`config.mk`:
```
export PLATFORM = sky130hd
export DESIGN_NAME = sync_fifo
export DESIGN_NICKNAME = d
export VERILOG_FILES = /design/src/rtl/fifo_pkg.sv /design/src/rtl/sync_fifo_mem.sv /design/src/rtl/sync_fifo.sv
export SDC_FILE = /design/constraint.sdc
export NUM_CORES = 1
export LEC_CHECK = 0
export CAP_MARGIN = 20
export CORE_ASPECT_RATIO = 0.9
export CORE_UTILIZATION = 45
export DETAILED_ROUTE_END_ITERATION = 6
export PLACE_DENSITY = 0.57
export SETUP_SLACK_MARGIN = 0.5
export SYNTH_ARGS = -nofsm -noshare
export SYNTH_HDL_FRONTEND = slang
export SYNTH_SLANG_ARGS = --single-unit
```
`constraint.sdc`:
```
create_clock -name clk -period 5.5 [get_ports clk]
set_input_delay 0.825 -clock clk [delete_from_list [all_inputs] [get_ports clk]]
set_output_delay 0.825 -clock clk [all_outputs]
set_load 0.005 [all_outputs]
```
`src/rtl/fifo_pkg.sv`:
```
// Shared constants and types for the synchronous FIFO and its users.
package fifo_pkg;

    localparam int DEF_FIFO_WIDTH = 8;
    localparam int DEF_FIFO_DEPTH = 32;

    typedef logic [DEF_FIFO_WIDTH-1:0] word_t;

endpackage : fifo_pkg

```
`src/rtl/sync_fifo_mem.sv`:
```
// FIFO storage: register array with one write port and one registered read port.
module sync_fifo_mem
    import fifo_pkg::*;
#(
    parameter int FIFO_WIDTH = DEF_FIFO_WIDTH,
    parameter int FIFO_DEPTH = DEF_FIFO_DEPTH,
    localparam int ADDR_W    = $clog2(FIFO_DEPTH)
) (
    input  logic                  clk,
    input  logic                  rstN,
    input  logic                  wrEn,
    input  logic [ADDR_W-1:0]     wrAddr,
    input  logic [FIFO_WIDTH-1:0] wrData,
    input  logic                  rdEn,
    input  logic [ADDR_W-1:0]     rdAddr,
    output logic [FIFO_WIDTH-1:0] rdData
);

    logic [FIFO_WIDTH-1:0] mem [FIFO_DEPTH];

    // Store the incoming word at the write index.
    // NOTE: the array has no reset; contents are only meaningful once written,
    // and leaving it out keeps the storage a plain register file.
    always_ff @(posedge clk) begin
        if (wrEn) begin
            mem[wrAddr] <= wrData;
        end
    end

    // Registered read port; holds its value when no read is accepted.
    // NOTE: non-blocking assignment so every register samples pre-edge values.
    always_ff @(posedge clk or negedge rstN) begin
        if (!rstN) begin
            rdData <= '0;
        end else if (rdEn) begin
            rdData <= mem[rdAddr];
        end
    end

endmodule : sync_fifo_mem

```
`src/rtl/sync_fifo.sv`:
```
// Single-clock FIFO: pointer/flag control around a register-array memory.
module sync_fifo
    import fifo_pkg::*;
#(
    parameter int FIFO_WIDTH = DEF_FIFO_WIDTH,
    parameter int FIFO_DEPTH = DEF_FIFO_DEPTH,
    localparam int ADDR_W    = $clog2(FIFO_DEPTH)
) (
    input  logic                  clk,
    input  logic                  rstN,
    input  logic                  wr_en,
    input  logic                  rd_en,
    input  logic [FIFO_WIDTH-1:0] data_in,
    output logic [FIFO_WIDTH-1:0] data_out,
    output logic                  empty,
    output logic                  full,
    output logic [ADDR_W:0]       wrptr,
    output logic [ADDR_W:0]       rdptr
);

    localparam logic [ADDR_W:0] PTR_ONE = {{ADDR_W{1'b0}}, 1'b1};

    logic wrAccept;
    logic rdAccept;

    // Requests are dropped silently when they would overflow or underflow.
    assign wrAccept = wr_en && !full;
    assign rdAccept = rd_en && !empty;

    // Equal pointers mean empty; equal index with differing wrap bit means full.
    assign empty = (wrptr == rdptr);
    assign full  = (wrptr[ADDR_W] != rdptr[ADDR_W]) &&
                   (wrptr[ADDR_W-1:0] == rdptr[ADDR_W-1:0]);

    // Advance pointers on accepted operations, wrapping modulo 2^(ADDR_W+1).
    always_ff @(posedge clk or negedge rstN) begin
        if (!rstN) begin
            wrptr <= '0;
            rdptr <= '0;
        end else begin
            if (wrAccept) begin
                wrptr <= wrptr + PTR_ONE;
            end
            if (rdAccept) begin
                rdptr <= rdptr + PTR_ONE;
            end
        end
    end

    sync_fifo_mem #(
        .FIFO_WIDTH (FIFO_WIDTH),
        .FIFO_DEPTH (FIFO_DEPTH)
    ) memInst (
        .clk    (clk),
        .rstN   (rstN),
        .wrEn   (wrAccept),
        .wrAddr (wrptr[ADDR_W-1:0]),
        .wrData (data_in),
        .rdEn   (rdAccept),
        .rdAddr (rdptr[ADDR_W-1:0]),
        .rdData (data_out)
    );

endmodule : sync_fifo

```
Word-level counts from Yosys, hierarchy flattened
Memory sizes are Yosys's and may differ from the RTL's. A register that Yosys moved wholly into a read port is not among the register bits. Cells that the tools add are included.

Memories: 1. Memory bits (writable): 256. Word-level logic and storage cells: 16. Bits in registers: 12. Bits of input ports: 12.

Add/subtract/negate cells: 2. Reduce and logical (&&, ||, !) cells: 6. Multiplexer cells: 2. Eq/ne operators: 3.

Memories: memInst.mem (words 32, bits a word 8, read ports 1, clocked after memory_dff 1, wr ports 1, RTL line sync_fifo_mem.sv:19) `logic [FIFO_WIDTH-1:0] mem [FIFO_DEPTH];`.

Operators by type and width (number): $add 6x1->6 const B (2); $eq 6x6->1 (1); $eq 5x5->1 (1); $logic_and 1x1->1 (3); $logic_not 1->1 (3); $mux 1 (2); $ne 1x1->1 (1).

Logic depth before layout (Yosys ltp)
Depth in word-level cells: 6. Mapped depth: 8.

Cells and area by module
From an unflattened synthesis, not the netlist that was laid out.

Cell total of the unflattened synthesis: 654. Area, all modules: 11090.6 um2.

Modules (own cells, without submodules): sync_fifo_mem (cells each 591, times used 1, area each 10421.2 um2, seq. area each 7887.6 um2); sync_fifo (cells each 63, times used 1, area each 669.4 um2, seq. area each 300.3 um2).

Worst setup path before layout
OpenSTA, ideal clock, no wires.

Path type: reg-to-reg. From: register rdptr[0]. To: memory memInst.mem[28][0] in the netlist's numbering, enable pin. Buffers on the path: 2. Slack: 3.397 ns. Clock period less this slack: 2.103 ns. Stages on the path, launching flop included: 8. Arrival time: 1.733 ns. Data required time: 5.130 ns. Library setup time: 0.370 ns. Cells stage by stage: dfrtp_1 > buf_6 > xnor2_1 > nand2_1 > o31a_1 > buf_2 > nand2_1 > nor2_1.

Cells in the longest elaborated chain, start to end: 6.

Ends and longest elaborated chain: start: declaration (RTL line sync_fifo.sv:18) `output logic [ADDR_W:0] rdptr`; start signal: assignment (RTL line sync_fifo.sv:45) `rdptr <= rdptr + PTR_ONE;`; $eq 5x5->1 (RTL line sync_fifo.sv:33) `(wrptr[ADDR_W-1:0] == rdptr[ADDR_W-1:0]);`; $logic_and 1x1->1 (RTL line sync_fifo.sv:32) `assign full = (wrptr[ADDR_W] != rdptr[ADDR_W]) &&`; $logic_not 1->1 (RTL line sync_fifo.sv:27) `assign wrAccept = wr_en && !full;`; $logic_and 1x1->1 (RTL line sync_fifo.sv:27); $mux 1 (RTL line sync_fifo_mem.sv:25) `if (wrEn) begin`; $mux 1 (implied by the code) (RTL line sync_fifo_mem.sv:26) `mem[wrAddr] <= wrData;`; end: declaration (RTL line sync_fifo_mem.sv:19).

Every way passes these cells.

Worst setup path in the final report
From: register rdptr[0]. To: output port empty.

Cells in the longest elaborated chain, start to end: 1.

Ends and longest elaborated chain: $eq 6x6->1 (RTL line sync_fifo.sv:31) `assign empty = (wrptr == rdptr);`; end: declaration (RTL line sync_fifo.sv:15) `output logic empty,`.

Every way passes these cells.

==> run metrics <==
setup violators final 0; ANT cells 0; f_max 0.277 GHz; largest net degree at the start of global routing 47; Setup crit end kind output pin; DP Wirelength 14.5 mm; Critical Path Start Type flop; total gr overflow 0; Final Non-Filler Cells 926; Final nets 619; Final period util 65.5%; area delta synth->final 14.5%; slowest stage delay, CP 0.97 ns; initial core utilization 46.2%; die height 149 µm; Slew Viols, Final 0; PnR Total Power 6.37 mW; CTS tree done; failing checks DRC; crit path max fanout 46; critical path's top delay family flip-flops; clock share of power 30.3%; final hold slack 0.547 ns; Layout fillers 1811; number of library cell types mapped by synthesis 36; Net Sw Power 1.93 mW; clock slew at reported path FFs 0.06 ns; Final GP Congestion 0.789; VDD IR-drop max 0.251 mV; Slowest cell on crit path dfrtp_4; footprint of the multi-input gates 0.00248 mm²; routed wire length 23.9 mm; clock sinks 276; post-CTS sizing 0; Synth Cell Area 0.0109 mm²; core area 0.0235 mm²; Pre-Repair DR Iteration Count 7; register area 0.00819 mm²; Inst Count DP 873; switch share 30.3%; via count 5298; Hold/Removal Path Class in -> async; Worst-Skew Late Latency 0.54 ns; post-route DRC violation count 2; H-tree levels 1; number of global-route vias before repair 5411; Seq/Total Area, Yosys 75.3%; Die Wd 166 µm; num ports 34; crit-path cells xnor2_1 -> nand2_1 -> or2_2 -> nor2_1 -> clkdlybuf4s50_1; Fin Setup TNS 0 ns; setup bufs post-CTS 0; Ys Warns 0; crit path DAT 2.78 ns; Synth Register Bits 276; Leak 4.05 nW; number of port buffers 33; clk_skew 0.00732 ns; status finished with violations; CTS Hold Bufs 0; reg2reg start rdptr[0]; row count 53; initial antenna violation count 0; Cell Pwr Density 511 mW/mm²; WS Path Type reg -> out; Routed Antenna Nets 0; first-pass GRT wire length 35.9 mm; routed vias/inst 5.72; power share of the sequential group 43.5%; Internal 4.44 mW; cts bufs inserted 28; Initial DRC Count 488; CP required 4.68 ns; max_cap viols 0; crit path from rdptr[0]; actual slew at the worst max-slew pin 0.867 ns; layout cells sized above 1 17.6%; final worst path period need 3.61 ns; Total Die Area 0.0248 mm²; Buf+Inv Stages, Crit Path 1; Avg Inst Size Synth 19.6 µm²; syn nets 573; CTS Root Buffer Type clkbuf_16; Comb pwr share 26.2%; GR Util All Layers 20.1%; wire length per cell 25.8 µm; Bufs on Longest Clock Path 3; final number of hold-violating endpoints 0; Core Util, Final 52.9%; Mapped Cells 556; unrepaired setup endpoints after global routing no; Rel. slew slack 42.0%
worst paths after layout:
kind | cells after the start | slack (ns) | to
max | 5 | 1.89 | empty
min in group clk | 1 | 0.55 | memInst.rdData[3]
max in group asynchronous | 2 | 4.53 | rdptr[0]
max reg2reg | 5 | 2.17 | memInst.mem[6][1]
min | 1 | 0.55 | memInst.rdData[1]
min reg2reg | 1 | 0.55 | memInst.rdData[3]
cell type report:
type                            instances  area share, %
Timing Repair Buffer                   46           3.60
Sequential cell                       276           65.8
Multi-Input combinational cell        248           19.9
Clock buffer                           33           5.95
Inverter                                2         0.0603
Clock inverter                         19           1.64
Tap cell                              302           3.03
worst reg2reg max path: stages (launching register included):
cell and delay, ns:
dfrtp_4 0.97, xnor2_1 0.16, nand2_1 0.18, o31a_1 0.44, nand2_1 0.45, nor2_1 0.76
state kept, by name (all words and copies together) (netlist names):
register	cells
memInst.mem	256
wrptr	6
rdptr	6
memInst.rdData	8
synth_stat cells:
cell / instances / area share [%]
buf_4: 4 / 0.28
xor2_1: 2 / 0.16
and3_1: 1 / 0.058
nor3_1: 1 / 0.046
o31ai_4: 1 / 0.20
a21oi_1: 16 / 0.74
o221ai_1: 8 / 0.64
a22oi_1: 8 / 0.55
nand3_1: 4 / 0.18
dfrtp_1: 20 / 4.6
o31a_1: 2 / 0.16
buf_6: 7 / 0.73
nor2_1: 37 / 1.3
o21ai_1: 3 / 0.14
o22ai_1: 8 / 0.46
edfxtp_1: 256 / 71
nand2_2: 1 / 0.058
or3_1: 1 / 0.058
nand2_1: 13 / 0.45
o21ai_0: 6 / 0.28
inv_1: 2 / 0.069
clkbuf_1: 7 / 0.24
xnor2_1: 15 / 1.2
buf_2: 10 / 0.46
nand3b_1: 4 / 0.28
ha_1: 5 / 0.58
buf_1: 1 / 0.034
nand4_1: 4 / 0.23
mux2i_1: 40 / 3.7
clkbuf_2: 1 / 0.046
mux4_2: 48 / 9.9
or3b_2: 1 / 0.081
a211oi_1: 8 / 0.55
or2_2: 1 / 0.058
a22o_1: 8 / 0.64
nor2b_1: 2 / 0.12
cells in the final DEF (no fill, tap or decap), types with 5 or more instances in the layout:
cell | netlist | final
a211oi_1 | 8 | 8
a21oi_1 | 16 | 16
a22o_1 | 8 | 8
a22oi_1 | 8 | 8
buf_4 | 4 | 12
clkbuf_16 | 0 | 29
clkdlybuf4s50_1 | 0 | 33
clkinv_2 | 0 | 6
dfrtp_1 | 20 | 19
edfxtp_1 | 256 | 256
ha_1 | 5 | 5
mux2i_1 | 40 | 40
mux4_2 | 48 | 48
nand2_1 | 13 | 13
nor2_1 | 37 | 37
o21ai_0 | 6 | 6
o221ai_1 | 8 | 8
o22ai_1 | 8 | 8
xnor2_1 | 15 | 15
kinds of logic after synthesis:
group / Yosys count / share of synthesized area [%]
muxes: 88 / 13.6
and+or+nand+nor: 70 / 2.89
AOI/OAI and AO/OA: 68 / 4.36
buffers and inverters: 32 / 1.85
adders and majority gates: 5 / 0.576
xor gates and xnor gates: 17 / 1.37
DFF: 276 / 75.3
through the flow:
stage               instance area [µm²]  setup slack [ns]
global placement                  11500              2.19
global route                      12500              1.74
CTS                               12400              1.84
finish                            12500              1.89
detailed placement                11500              2.10
floorplan                         10900              3.40
power by group through the flow:
| stage | Sequential (mW) | Clock [mW] | Combinational (mW) |
|---|---|---|---|
| after floorplan | 2.61 | 0 | 1.28 |
| after global placement | 2.81 | 0 | 1.67 |
| after detailed placement | 2.81 | 0 | 1.69 |
| after CTS | 2.77 | 1.96 | 1.70 |
| after global routing | 2.80 | 2.04 | 1.81 |
| final | 2.77 | 1.93 | 1.67 |
routing by layer:
| layer | vias up | track usage [%] | wire length, µm |
|---|---|---|---|
| li1 | 2345 | - | - |
| met1 | 2751 | 28.5 | 10800 |
| met2 | 158 | 32.3 | 11200 |
| met3 | 44 | 2.94 | 1180 |
| met4 | 0 | 6.40 | 637 |
| met5 | - | 0 | 0 |
Note: power is estimated with default switching activity, not from simulation.
